==> config.mk <==
export PLATFORM = sky130hd
export DESIGN_NAME = seq_divider
export DESIGN_NICKNAME = d
export VERILOG_FILES = /design/src/rtl/twocomp_pkg.sv /design/src/rtl/div_step.sv /design/src/rtl/seq_divider.sv
export SDC_FILE = /design/constraint.sdc
export NUM_CORES = 1
export LEC_CHECK = 0
export ABC_AREA = 0
export BUFFER_PORTS_ARGS = -buffer_cell sky130_fd_sc_hd__clkbuf_2
export CELL_PAD_IN_SITES_DETAIL_PLACEMENT = 0
export CELL_PAD_IN_SITES_GLOBAL_PLACEMENT = 2
export CORE_UTILIZATION = 36
export DETAILED_ROUTE_END_ITERATION = 10
export HOLD_SLACK_MARGIN = 0.12
export MAX_ROUTING_LAYER = met4
export PLACE_DENSITY_LB_ADDON = 0.1
export SLEW_MARGIN = 20
export SYNTH_ARGS = -nofsm -noshare
export SYNTH_HDL_FRONTEND = slang
export SYNTH_SLANG_ARGS = --single-unit
export TNS_END_PERCENT = 1
==> constraint.sdc <==
create_clock -name clk -period 2.1 [get_ports clk]
set_input_delay 0.63 -clock clk [delete_from_list [all_inputs] [get_ports clk]]
set_output_delay 0.63 -clock clk [all_outputs]
set_load 0.02 [all_outputs]
==> src/rtl/twocomp_pkg.sv <==
// Shared definitions for the two's-complement arithmetic blocks:
// divider FSM state encoding and a counter-width helper.
package twocomp_pkg;

  typedef logic [1:0] state_t;

  localparam state_t IDLE = 2'd0;
  localparam state_t ITER = 2'd1;
  localparam state_t FIX  = 2'd2;

  // Smallest width able to hold the value v-1 (call with N+1 to count 0..N).
  function automatic int clog2(input int v);
    int r;
    r = 0;
    for (int i = 0; i < 31; i++)
      if ((1 << i) < v) r = i + 1;
    return r;
  endfunction

endpackage

==> src/rtl/div_step.sv <==
// One combinational restoring-division step: shift in the next dividend bit,
// trial-subtract the divisor, keep the difference or restore.
module div_step #(
  parameter int N = 4
) (
  input  logic [N:0]   i_prem,
  input  logic         i_dbit,
  input  logic [N-1:0] i_bmag,
  output logic [N:0]   o_prem,
  output logic         o_qbit
);

  logic [N+1:0] w_shift;
  logic [N+1:0] w_diff;
  logic         w_ge;

  assign w_shift = {i_prem, i_dbit};
  assign w_diff  = w_shift - {2'b00, i_bmag};
  assign w_ge    = (w_shift >= {2'b00, i_bmag});

  // Restoring remainders stay below the divisor, so the top bit is always 0.
  assign o_qbit  = w_ge;
  assign o_prem  = w_ge ? (N+1)'(w_diff) : (N+1)'(w_shift);

endmodule

==> src/rtl/seq_divider.sv <==
// Sequential signed divider: magnitudes are divided one restoring step per
// clock, then signs are applied and the results registered in FIX.
module seq_divider
  import twocomp_pkg::*;
#(
  parameter int N = 4
) (
  input  logic         clk,
  input  logic         rst_n,
  input  logic         start,
  input  logic [N-1:0] A,
  input  logic [N-1:0] B,
  output logic         busy,
  output logic         done,
  output logic [N-1:0] Q,
  output logic [N-1:0] R,
  output logic         div_zero,
  output logic         ovf
);

  localparam int CW = clog2(N + 1);

  state_t         r_state;
  state_t         w_state_nxt;

  logic [N-1:0]   r_dvd;       // dividend magnitude, becomes quotient magnitude
  logic [N-1:0]   r_dsr;
  logic [N:0]     r_prem;
  logic [CW-1:0]  r_cnt;
  logic [N-1:0]   r_a_in;
  logic           r_sign_q;
  logic           r_sign_r;
  logic           r_dz;
  logic           r_ov;

  logic           r_done;
  logic [N-1:0]   r_q;
  logic [N-1:0]   r_r;
  logic           r_div_zero;
  logic           r_ovf;

  logic           w_load;
  logic           w_step;
  logic           w_fix;
  logic [N-1:0]   w_amag;
  logic [N-1:0]   w_bmag;
  logic [N:0]     w_prem_nxt;
  logic           w_qbit;
  logic [N-1:0]   w_rmag;
  logic [N-1:0]   w_q_fix;
  logic [N-1:0]   w_r_fix;

  // FSM: state register
  always_ff @(posedge clk or negedge rst_n) begin
    if (!rst_n) r_state <= IDLE;
    else        r_state <= w_state_nxt;
  end

  // FSM: next state
  always_comb begin
    w_state_nxt = r_state;
    case (r_state)
      IDLE:    if (start) w_state_nxt = ITER;
      ITER:    if (r_cnt == CW'(1)) w_state_nxt = FIX;
      FIX:     w_state_nxt = IDLE;
      default: w_state_nxt = IDLE;
    endcase
  end

  // FSM: outputs
  always_comb begin
    w_load = 1'b0;
    w_step = 1'b0;
    w_fix  = 1'b0;
    busy   = 1'b0;
    case (r_state)
      IDLE:    w_load = start;
      ITER:    begin w_step = 1'b1; busy = 1'b1; end
      FIX:     begin w_fix  = 1'b1; busy = 1'b1; end
      default: ;
    endcase
  end

  assign w_amag = A[N-1] ? -A : A;
  assign w_bmag = B[N-1] ? -B : B;

  div_step #(.N(N)) u_step (
    .i_prem (r_prem),
    .i_dbit (r_dvd[N-1]),
    .i_bmag (r_dsr),
    .o_prem (w_prem_nxt),
    .o_qbit (w_qbit)
  );

  assign w_rmag  = N'(r_prem);
  assign w_q_fix = r_dz ? '1    : (r_sign_q ? -r_dvd : r_dvd);
  assign w_r_fix = r_dz ? r_a_in : (r_sign_r ? -w_rmag : w_rmag);

  always_ff @(posedge clk or negedge rst_n) begin
    if (!rst_n) begin
      r_dvd    <= '0;
      r_dsr    <= '0;
      r_prem   <= '0;
      r_cnt    <= '0;
      r_a_in   <= '0;
      r_sign_q <= 1'b0;
      r_sign_r <= 1'b0;
      r_dz     <= 1'b0;
      r_ov     <= 1'b0;
    end else if (w_load) begin
      r_dvd    <= w_amag;
      r_dsr    <= w_bmag;
      r_prem   <= '0;
      r_cnt    <= CW'(N);
      r_a_in   <= A;
      r_sign_q <= A[N-1] ^ B[N-1];
      r_sign_r <= A[N-1];
      r_dz     <= (B == '0);
      r_ov     <= (A == {1'b1, {(N-1){1'b0}}}) && (B == '1);
    end else if (w_step) begin
      r_dvd    <= {r_dvd[N-2:0], w_qbit};
      r_prem   <= w_prem_nxt;
      r_cnt    <= r_cnt - CW'(1);
    end
  end

  // Results hold until the next FIX; the most negative / -1 case wraps naturally.
  always_ff @(posedge clk or negedge rst_n) begin
    if (!rst_n) begin
      r_done     <= 1'b0;
      r_q        <= '0;
      r_r        <= '0;
      r_div_zero <= 1'b0;
      r_ovf      <= 1'b0;
    end else begin
      r_done <= w_fix;
      if (w_fix) begin
        r_q        <= w_q_fix;
        r_r        <= w_r_fix;
        r_div_zero <= r_dz;
        r_ovf      <= r_ov;
      end
    end
  end

  assign done     = r_done;
  assign Q        = r_q;
  assign R        = r_r;
  assign div_zero = r_div_zero;
  assign ovf      = r_ovf;

endmodule

==> results of run 1 <==
==> cell type report <==
cell class	count	share of cell area (%)
Multi-Input combinational cell	152	43.2
Sequential cell	36	38.5
Timing Repair Buffer	29	6.95
Tap cell	70	3.74
Clock buffer	5	2.94
Inverter	18	2.89
Clock inverter	3	1.82
==> layout by cell type, fill, tap and decap left out, types with 3 or more instances in the layout <==
master	count
sky130_fd_sc_hd__xnor2_1	8
sky130_fd_sc_hd__buf_4	7
sky130_fd_sc_hd__o21ai_0	18
sky130_fd_sc_hd__nor2b_1	3
sky130_fd_sc_hd__clkbuf_8	5
sky130_fd_sc_hd__mux2_2	4
sky130_fd_sc_hd__nand2b_1	5
sky130_fd_sc_hd__o31ai_1	4
sky130_fd_sc_hd__nor2_1	15
sky130_fd_sc_hd__dfrtp_1	36
sky130_fd_sc_hd__a21oi_1	10
sky130_fd_sc_hd__mux2i_1	6
sky130_fd_sc_hd__nand2_1	32
sky130_fd_sc_hd__ha_1	15
sky130_fd_sc_hd__clkbuf_2	22
sky130_fd_sc_hd__inv_1	18
==> repair_timing <==
item / CTS / global route
gates resized for setup: 0 / 2
hold buffers: 0 / 0
endpoints found under the setup margin: 0 / 2
==> kinds of logic after synthesis <==
kind of cell               Yosys count  synth area share [%]
and+or+nand+nor                     73                  17.2
muxes                               10                  5.24
DFF                                 36                  44.9
adders and majority gates           16                  10.4
AOI/OAI and AO/OA                   44                  13.4
xor gates and xnor gates             9                  3.93
buffers and inverters               26                  4.99
==> per-stage QoR <==
stage	hold WS (ns)	instance area, um^2
after floorplan	0.334	2010
after global placement	0.462	2220
after detailed placement	0.466	2220
after CTS	0.391	2330
after global routing	0.418	2340
final	0.371	2340
==> routing by layer <==
layer | up-vias | GRT usage [%] | share of wire, %
met3 | 4 | 2.99 | 3.4
met1 | 776 | 22.3 | 48
met5 | - | - | 0
met4 | 0 | 7.50 | 1.3
li1 | 782 | - | -
met2 | 35 | 28.3 | 47
==> worst max path at each step <==
stage | cells past startpoint | slack (ns) | end | start
final | 8 | 0.17 | r_prem[0] | r_dvd[3]
after detailed placement | 8 | 0.08 | r_prem[0] | r_dvd[3]
after global placement | 8 | 0.13 | r_prem[0] | r_dvd[3]
after floorplan | 8 | 0.22 | r_prem[0] | r_dvd[3]
after global routing | 8 | 0.02 | r_prem[0] | r_dvd[3]
after CTS | 8 | 0.06 | r_prem[0] | r_dvd[3]
==> where the power goes <==
| group | total [W] | internal [W] | switching (W) |
|---|---|---|---|
| registers | 0.00122 | 0.000978 | 0.000244 |
| logic | 0.00174 | 0.000734 | 0.00101 |
| clock network | 0.000616 | 0.000351 | 0.000265 |
==> registers in the layout (all words and copies together), names as in the netlist, 2 cells and up <==
register	count
r_dsr	4
r_a_in	4
r_prem	5
r_dvd	4
r_cnt	3
R	4
Q	4
r_state	2
==> metrics, run 1 <==
outcome=completed; sequential share of the synthesized area=44.9%; Critical Path Source Type=register; wire length per cell=14.0 um; Tightest Pin Transition=between 0.4 and 0.5 ns; Initial Utilization=around two fifths; weighted congestion at the end of routability-driven global placement=0.845; Skew-Pair Late Insertion Delay=about 0.29 ns; Highest Clock Rate=519 MHz; clock tree root driver cell=sky130_fd_sc_hd__clkbuf_8; standard-cell row count=26; cell types with the largest area share after synthesis=sky130_fd_sc_hd__dfrtp_1, sky130_fd_sc_hd__ha_1, sky130_fd_sc_hd__nand2_1, sky130_fd_sc_hd__o21ai_0, sky130_fd_sc_hd__xnor2_1; largest net degree at the start of global routing=37; ranking of synthesized cells by instance count=sky130_fd_sc_hd__dfrtp_1, sky130_fd_sc_hd__nand2_1, sky130_fd_sc_hd__inv_1, sky130_fd_sc_hd__o21ai_0; pwr dens=1530 nW/um^2; number of buffers added by the clock tree synthesis step=5; Clock Pin Slew Worst Setup and Hold Paths=0.07 ns; Placement Setup Slack=roughly 0.082 ns; CP max FO=6; CP top delay family=simple AND/OR/NAND/NOR gates; capturing point of the worst reg2reg path=r_prem[0]; portion of synthesized cell area occupied by the leading cell type=44.9%; total chip power=0.00358 W; Post-synth top flop=sky130_fd_sc_hd__dfrtp_1; area enclosed by the die boundary=5870 um^2; die boundary width=around 77 um; max cap viols=0; placeable core area=5240 um^2; peak ir drop on the vdd network=about 0.5 mV; Post-Route Utilization=44.7%; clock tree from TritonCTS=built; minimum setup slack among reg-to-reg paths=around 0.17 ns; net total in the final layout=~270; top-level port count=23; worst min-delay path category=primary input to asynchronous set/reset pin; Synthesis Warnings=0; series of cell instances along the critical path=inv_1 -> ha_1 -> inv_1 -> fa_2 -> nand3_1 -> nand2_2 -> or4_1 -> o311ai_1; residual overflow from global routing=0; Arr. time, crit path=about 2.1 ns; Final Max Slew Viols=0; global-route usage over all layers=17.8%; buffer and inverter count on the worst path=2; Final TNS setup=0 ns; number of H-tree branching levels=2; count of flip-flops with a built-in enable after synthesis=0; Setup WS post-layout=0.172 ns; Leak=approximately 1.1 nW; number of antenna-violating nets in the routed design=0; Syn Inst Count=214; setup repair after global routing missed its margin=no; net count of the mapped netlist=241; Post-Synthesis Cell Area=~2000 um^2; Worst Setup End Kind=register; Post-Syn Area per Cell=9.37 um^2; class of the most critical setup path=register to register; FF+latch count, synth=36; Die Ht=76.6 um; delay of the slowest critical-path stage=0.50 ns; number of buffer cells added on primary ports=22; layout cells sized above 1=18.9%; share of the cycle needed by the critical path after routing=91.8%; average vias per placed instance=between 5 and 6; total clock sinks=36; unique cell type count in the Yosys netlist=37; first-pass GRT wire length=7.82 mm; 1st-pass router iterations=4; required time of the worst setup path=approximately 2.3 ns; routed via count=roughly 1.6k; Setup Viol. Count Final=0; tightest slew margin relative to the limit=roughly 67%; estimated wirelength of the detail-placed design=approximately 3.3 mm; source of the worst register-to-register timing path=r_dvd[3]; initial antenna violation count=0; most area-hungry cell type in the Yosys netlist=sky130_fd_sc_hd__dfrtp_1; First DRT Iteration DRCs=45; detailed-route DRC error count=0; Syn-to-layout area delta=16.7%; cell repeated most along the worst path=sky130_fd_sc_hd__inv_1; cell with the most instances after synthesis=sky130_fd_sc_hd__dfrtp_1; Final Instance Count excl. Fillers=313; number of failing hold endpoints at the final stage=0; number of placed instances with taps included=around 310; number of buffers inserted by post-CTS setup repair=0; antenna fix cells=0; worst r2r path cells=8; async set-or-reset flop fraction in the synthesized netlist=100%; slowest CP cell=sky130_fd_sc_hd__or4_1; CTS Buffer Depth=2; Post-Route WL=4.39 mm; clock tree skew after final layout=approximately 0.0034 ns; number of fill cells in the layout=between 500 and 600; combined area of the multi-input logic cells=1010 um^2; Final Critical Period=1.93 ns; register area=~900 um^2; number of global-route vias before repair=1606
No activity file was read; power rests on OpenSTA's default activity.
==> run 2: changes to the inputs <==
--- a/config.mk
+++ b/config.mk
@@ -9,8 +9,9 @@
 export BUFFER_PORTS_ARGS = -buffer_cell sky130_fd_sc_hd__clkbuf_2
 export CELL_PAD_IN_SITES_DETAIL_PLACEMENT = 0
 export CELL_PAD_IN_SITES_GLOBAL_PLACEMENT = 2
-export CORE_UTILIZATION = 36
+export CORE_UTILIZATION = 32
 export DETAILED_ROUTE_END_ITERATION = 10
+export GPL_ROUTABILITY_DRIVEN = 0
 export HOLD_SLACK_MARGIN = 0.12
 export MAX_ROUTING_LAYER = met4
 export PLACE_DENSITY_LB_ADDON = 0.1
==> constraint.sdc (replaced) <==
create_clock -name clk -period 1.6 [get_ports clk]
set_input_delay 0.48 -clock clk [delete_from_list [all_inputs] [get_ports clk]]
set_output_delay 0.48 -clock clk [all_outputs]
set_load 0.02 [all_outputs]
==> metrics, run 2 (synthesis gave the netlist of run 1 again) <==
Arr. time, crit path=2.10 ns; number of placed instances with taps included=328; Clock Pin Slew Worst Setup and Hold Paths=0.08 ns; Setup WS post-layout=-0.311 ns; routed via count=~1.7k; Final Critical Period=1.91 ns; required time of the worst setup path=roughly 1.8 ns; number of failing hold endpoints at the final stage=0; initial antenna violation count=0; net switching power of the design=roughly 0.0022 W; clock tree skew after final layout=between 0.008 and 0.009 ns; average vias per placed instance=4.93; pwr dens=around 2100 nW/um^2; die boundary width=81.2 um; sequential cell fraction of total power=between 20% and 30%; most flop-heavy register=r_prem; Initial Utilization=33.5%; Die Ht=81.2 um; largest net degree at the start of global routing=37; peak ir drop on the vdd network=0.638 mV; commonest cells after routing, fill and taps aside=sky130_fd_sc_hd__dfrtp_1, sky130_fd_sc_hd__nand2_1, sky130_fd_sc_hd__buf_4; instance area after placement=2390 um^2; total clock sinks=36; most frequent standard cell in the layout excluding fill and tap cells=sky130_fd_sc_hd__dfrtp_1; placeable core area=5990 um^2; worst r2r path cells=8; estimated wirelength of the detail-placed design=3.64 mm; class of the most critical setup path=register to register; max cap viols=0; number of global-route vias before repair=approximately 1.7k; CP max FO=4; Non-Filler Cell Area, Final=between 2000 and 3000 um^2; number of buffer cells added on primary ports=22; Cell Int Power=between 0.003 and 0.004 W; outcome=finished with violations; Final Max Slew Viols=0; clock tree root driver cell=sky130_fd_sc_hd__clkbuf_8; number of H-tree branching levels=2; detailed-route DRC error count=0; clock tree from TritonCTS=built; global-route usage over all layers=17.4%; first-pass GRT wire length=between 8 and 9 mm; Critical Path Source Type=register; Final Instance Count excl. Fillers=338; area enclosed by the die boundary=6590 um^2; combinational share of power=55.5%; layout cells sized above 1=between 20 and 30%; top-level port count=23; worst min-delay path category=primary input to asynchronous set/reset pin; wire length per cell=roughly 14 um; switching fraction of total power=between 40% and 50%; residual overflow from global routing=0; 1st-pass router iterations=4; max FFs per register=5; Setup Viol. Count Final=7; Final TNS setup=-1.15 ns; antenna fix cells=0; portion of total power attributed to the clock network=~15%; Skew-Pair Late Insertion Delay=approximately 0.29 ns; Tightest Pin Transition=0.470 ns; CTS Buffer Depth=2; Post-Route WL=4.88 mm; number of buffers added by the clock tree synthesis step=5; share of the cycle needed by the critical path after routing=119%; Leak=1.24 nW; number of antenna-violating nets in the routed design=0; Worst Setup End Kind=register; setup repair after global routing missed its margin=yes; Syn-to-layout area delta=28.1%; failing checks=setup timing; First DRT Iteration DRCs=107; tightest slew margin relative to the limit=68.7%; net total in the final layout=289; standard-cell row count=28; Highest Clock Rate=roughly 520 MHz; number of buffers added to fix hold violations after cts=0
==> run 2: per-stage QoR <==
stage / utilization, % / setup slack, ns / power, W / hold WS, ns
floorplan: - / -0.187 / 0.00326 / 0.184
global placement: 39.8 / -0.195 / 0.00423 / 0.466
detailed placement: 39.8 / -0.249 / 0.00431 / 0.469
CTS: 41.8 / -0.282 / 0.00519 / 0.148
global route: 42.9 / -0.384 / 0.00585 / 0.149
finish: 42.9 / -0.311 / 0.00535 / 0.153
==> run 2: timing repair <==
action                     CTS  global route
setup endpoints to repair    7            10
gates resized for setup      4            13
pin swaps                    2             1
buffers inserted             0             2
gates cloned                 0             0
==> run 2: layer usage <==
metal / share of wire [%] / track usage (%) / routed length, um / vias up
li1: - / - / - / 821
met1: 49 / 21.8 / 2370 / 806
met2: 47 / 27.5 / 2270 / 32
met3: 3.2 / 3.82 / 157 / 6
met4: 1.6 / 6.25 / 77 / 0
met5: 0 / - / 0 / -
==> run 2: final cells by class <==
class	count	area, um^2
Clock inverter	2	35.0
Inverter	18	67.6
Fill cell	592	3420
Tap cell	75	93.8
Clock buffer	6	72.6
Sequential cell	36	901
Multi-Input combinational cell	152	1070
Timing Repair Buffer	49	329
==> run 2: final timing paths <==
check | from | endpoint | slack, ns
worst min-delay path | rst_n | r_a_in[0] | 0.15
min in group clk | A[0] | r_a_in[0] | 0.46
worst max register to register | r_dvd[3] | r_prem[0] | -0.31
max in group asynchronous | rst_n | r_dsr[3] | 1.26
worst min register to register | r_a_in[0] | r_a_in[0] | 0.49
worst max-delay path | r_dvd[3] | r_prem[0] | -0.31
==> run 2: worst max-delay path, cell delays in order, from the launching register on <==
cell	delay, ns
sky130_fd_sc_hd__dfrtp_1	0.40
sky130_fd_sc_hd__inv_2	0.08
sky130_fd_sc_hd__ha_4	0.13
sky130_fd_sc_hd__inv_1	0.05
sky130_fd_sc_hd__fa_2	0.40
sky130_fd_sc_hd__nand3_2	0.10
sky130_fd_sc_hd__nand2_4	0.07
sky130_fd_sc_hd__or4_4	0.51
sky130_fd_sc_hd__o311ai_2	0.08
==> run 2: power by group through the flow <==
stage	Clock [W]	Combinational, W	Sequential, W
after global placement	0	0.00266	0.00157
after global routing	0.000878	0.00333	0.00164
after CTS	0.000831	0.00279	0.00157
after floorplan	0	0.00161	0.00166
after detailed placement	0	0.00273	0.00159
final	0.000801	0.00297	0.00158
==> run 3: changes to the inputs <==
--- a/config.mk
+++ b/config.mk
@@ -5,11 +5,11 @@
 export SDC_FILE = /design/constraint.sdc
 export NUM_CORES = 1
 export LEC_CHECK = 0
-export ABC_AREA = 0
+export ABC_AREA = 1
 export BUFFER_PORTS_ARGS = -buffer_cell sky130_fd_sc_hd__clkbuf_2
 export CELL_PAD_IN_SITES_DETAIL_PLACEMENT = 0
 export CELL_PAD_IN_SITES_GLOBAL_PLACEMENT = 2
-export CORE_UTILIZATION = 32
+export CORE_UTILIZATION = 31
 export DETAILED_ROUTE_END_ITERATION = 10
 export GPL_ROUTABILITY_DRIVEN = 0
 export HOLD_SLACK_MARGIN = 0.12
==> metrics, run 3 <==
Highest Clock Rate=around 600 MHz; Post-Synth Simple-Gate Area=23.4%; Post-Route WL=around 4.8 mm; global-route track usage on met2=25.5%; CTS Buffer Depth=2; xor-xnor portion of the synthesized cell area=1.75%; wire length per cell=13.1 um; ranking of synthesized cells by instance count=sky130_fd_sc_hd__nand2_1, sky130_fd_sc_hd__inv_1, sky130_fd_sc_hd__dfrtp_1; setup repair after global routing missed its margin=yes; die boundary width=around 80 um; routed via count=roughly 1.7k; Setup Viol. Count Final=2; FF+latch count, synth=36; failing checks=setup timing; area enclosed by the die boundary=6770 um^2; First DRT Iteration DRCs=~130; net count of the mapped netlist=273; 1st-pass router iterations=4; largest family of logic cells by synthesized area=simple AND/OR/NAND/NOR gates; antenna fix cells=0; Syn-to-layout area delta=24.1%; number of H-tree branching levels=2; Skew-Pair Late Insertion Delay=0.30 ns; number of buffers added by the clock tree synthesis step=5; series of cell instances along the critical path=inv_2 -> ha_4 -> inv_2 -> fa_2 -> nand2_2 -> nand2_2 -> nand2_4 -> nand2_4 -> nand2_4 -> nand2_1 -> nand2_1 -> nand2_1; number of buffers added to fix hold violations after cts=0; Tightest Pin Transition=0.294 ns; residual overflow from global routing=0; share of the cycle needed by the critical path after routing=102%; unique cell type count in the Yosys netlist=28; mux share of post-synthesis cell area=0%; number of antenna-violating nets in the routed design=0; slowest CP cell=sky130_fd_sc_hd__dfrtp_1; commonest cells after routing, fill and taps aside=sky130_fd_sc_hd__nand2_1, sky130_fd_sc_hd__dfrtp_1, sky130_fd_sc_hd__inv_1; cell types with the largest area share after synthesis=sky130_fd_sc_hd__dfrtp_1, sky130_fd_sc_hd__nand2_1, sky130_fd_sc_hd__ha_1, sky130_fd_sc_hd__inv_1, sky130_fd_sc_hd__nand3_1; sequential share of the synthesized area=45.1%; Post-Route Utilization=between 40% and 50%; Setup WS post-layout=-0.0297 ns; portion of synthesized cell area occupied by the leading cell type=45.1%; CP top delay family=simple AND/OR/NAND/NOR gates; number of buffer cells added on primary ports=22; Post-synth top flop=sky130_fd_sc_hd__dfrtp_1; detailed-route DRC error count=0; number of failing hold endpoints at the final stage=0; Post-Synthesis Cell Area=2000 um^2; Post-Syn Area per Cell=roughly 8 um^2; CP max FO=5; GR Layer Usage met1=23.4%; adder and majority gate portion of the synthesized area=10.4%; met3 global-route usage=under 10%; total clock sinks=36; register area=901 um^2; delay of the slowest critical-path stage=just under 0.4 ns; average vias per placed instance=4.67; outcome=finished with violations; number of global-route vias before repair=1704; most frequent standard cell in the layout excluding fill and tap cells=sky130_fd_sc_hd__nand2_1; Worst Setup End Kind=register; worst hold slack across all endpoints=0.138 ns; source of the worst register-to-register timing path=r_dvd[3]; top-level port count=23; layout cells sized above 1=22.1%; Critical Path Source Type=register; class of the most critical setup path=register to register; largest net degree at the start of global routing=37; most area-hungry cell type in the Yosys netlist=sky130_fd_sc_hd__dfrtp_1; net total in the final layout=315; layer carrying the most global-route usage=met2; required time of the worst setup path=between 1.5 and 2 ns; standard-cell row count=28; Clock Pin Slew Worst Setup and Hold Paths=0.08 ns; max FFs per register=5; max cap viols=0; pwr dens=2130 nW/um^2; combined area of the multi-input logic cells=963 um^2; most flop-heavy register=r_prem; launch point of the critical path=r_dvd[3]; Syn Inst Count=246; initial antenna violation count=0; buffer and inverter count on the worst path=2; minimum setup slack among reg-to-reg paths=-0.03 ns; number of fill cells in the layout=approximately 630; clock tree from TritonCTS=built; clock tree root driver cell=sky130_fd_sc_hd__clkbuf_8; Die Ht=82.3 um; global-route usage over all layers=17.3%; Final Critical Period=1.63 ns; Final Max Slew Viols=0; placeable core area=6060 um^2; async set-or-reset flop fraction in the synthesized netlist=100%; cell with the most instances after synthesis=sky130_fd_sc_hd__nand2_1; estimated wirelength of the detail-placed design=3.68 mm; synthesized-area fraction occupied by ao, oa, aoi and oai cells=10.6%; count of flip-flops with a built-in enable after synthesis=0; clock tree skew after final layout=0.0105 ns; Leak=1.30 nW; tightest slew margin relative to the limit=80.1%; Initial Utilization=33.0%; worst min-delay path category=primary input to asynchronous set/reset pin; Arr. time, crit path=about 1.8 ns; peak ir drop on the vdd network=roughly 0.70 mV; Synthesis Warnings=0; first-pass GRT wire length=~8.3 mm
## run 3: cell types whose count changed in the layout (fill, tap and decap cells not counted), moves of 4 or more
cell and delta:
sky130_fd_sc_hd__nand2b_1 -5, sky130_fd_sc_hd__buf_4 -9, sky130_fd_sc_hd__mux2_2 -4, sky130_fd_sc_hd__nand3_1 +19, sky130_fd_sc_hd__inv_2 +4, sky130_fd_sc_hd__mux2i_1 -6
sky130_fd_sc_hd__inv_1 +19, sky130_fd_sc_hd__nor2_1 +5, sky130_fd_sc_hd__o31ai_1 -4, sky130_fd_sc_hd__nand2_1 +24, sky130_fd_sc_hd__xnor2_1 -6
## run 3: final timing paths
check / end / cells past startpoint
hold / removal: Q[2] / 2
max in group asynchronous: r_state[0] / 2
hold reg to reg: ovf / 2
min in group clk: r_dz / 2
setup reg to reg: r_prem[3] / 12
setup / recovery: r_prem[3] / 12
## run 3: power by group
part | switching, W | total (W) | internal [W] | leakage [nW]
Sequential | 0.000249 | 0.00155 | 0.00130 | 0.447
Clock | 0.000343 | 0.000806 | 0.000463 | 0.0552
Combinational | 0.00172 | 0.00293 | 0.00121 | 0.797
Total | 0.00231 | 0.00528 | 0.00298 | 1.30
## run 3: repair_timing
| item | in CTS | in global routing |
|---|---|---|
| resized for setup | 6 | 7 |
| pin swaps | 4 | 4 |
| setup endpoints to repair | 2 | 11 |
| setup buffers | 2 | 1 |
## run 3: cell type report
cell class,count,share of cell area [%]
tap,75,3.78
sequential,36,36.3
clock buffer,6,2.93
inverter,41,6.21
multi-input combinational,165,38.8
clock inverter,2,1.41
timing repair buffer,39,10.5
## run 3: kinds of logic (layout without fill, tap and decap cells)
family | Yosys count | in the layout
AND/OR/NAND/NOR | 107 | 107
AO/OA/AOI/OAI | 38 | 38
XOR/XNOR | 4 | 4
flip-flops | 36 | 36
buffers and inverters | 45 | 88
adder cells (fa/ha/maj) | 16 | 16
## run 3: stage by stage
step	area, um^2	std cells	setup WS [ns]	total power, W	TNS [ns]
after floorplan	2000	246	0.0276	0.00341	0
after global placement	2300	353	-0.00758	0.00432	-0.00866
after detailed placement	2300	353	-0.0325	0.00429	-0.0325
after CTS	2450	363	-0.0169	0.00523	-0.0169
after global routing	2480	364	-0.144	0.00586	-0.608
final	2480	364	-0.0297	0.00528	-0.0412
## run 3: routing by layer
layer,vias up,routed length (um)
met5,-,0
met4,0,66
met3,7,148
met2,28,2100
met1,791,2470
li1,874,-
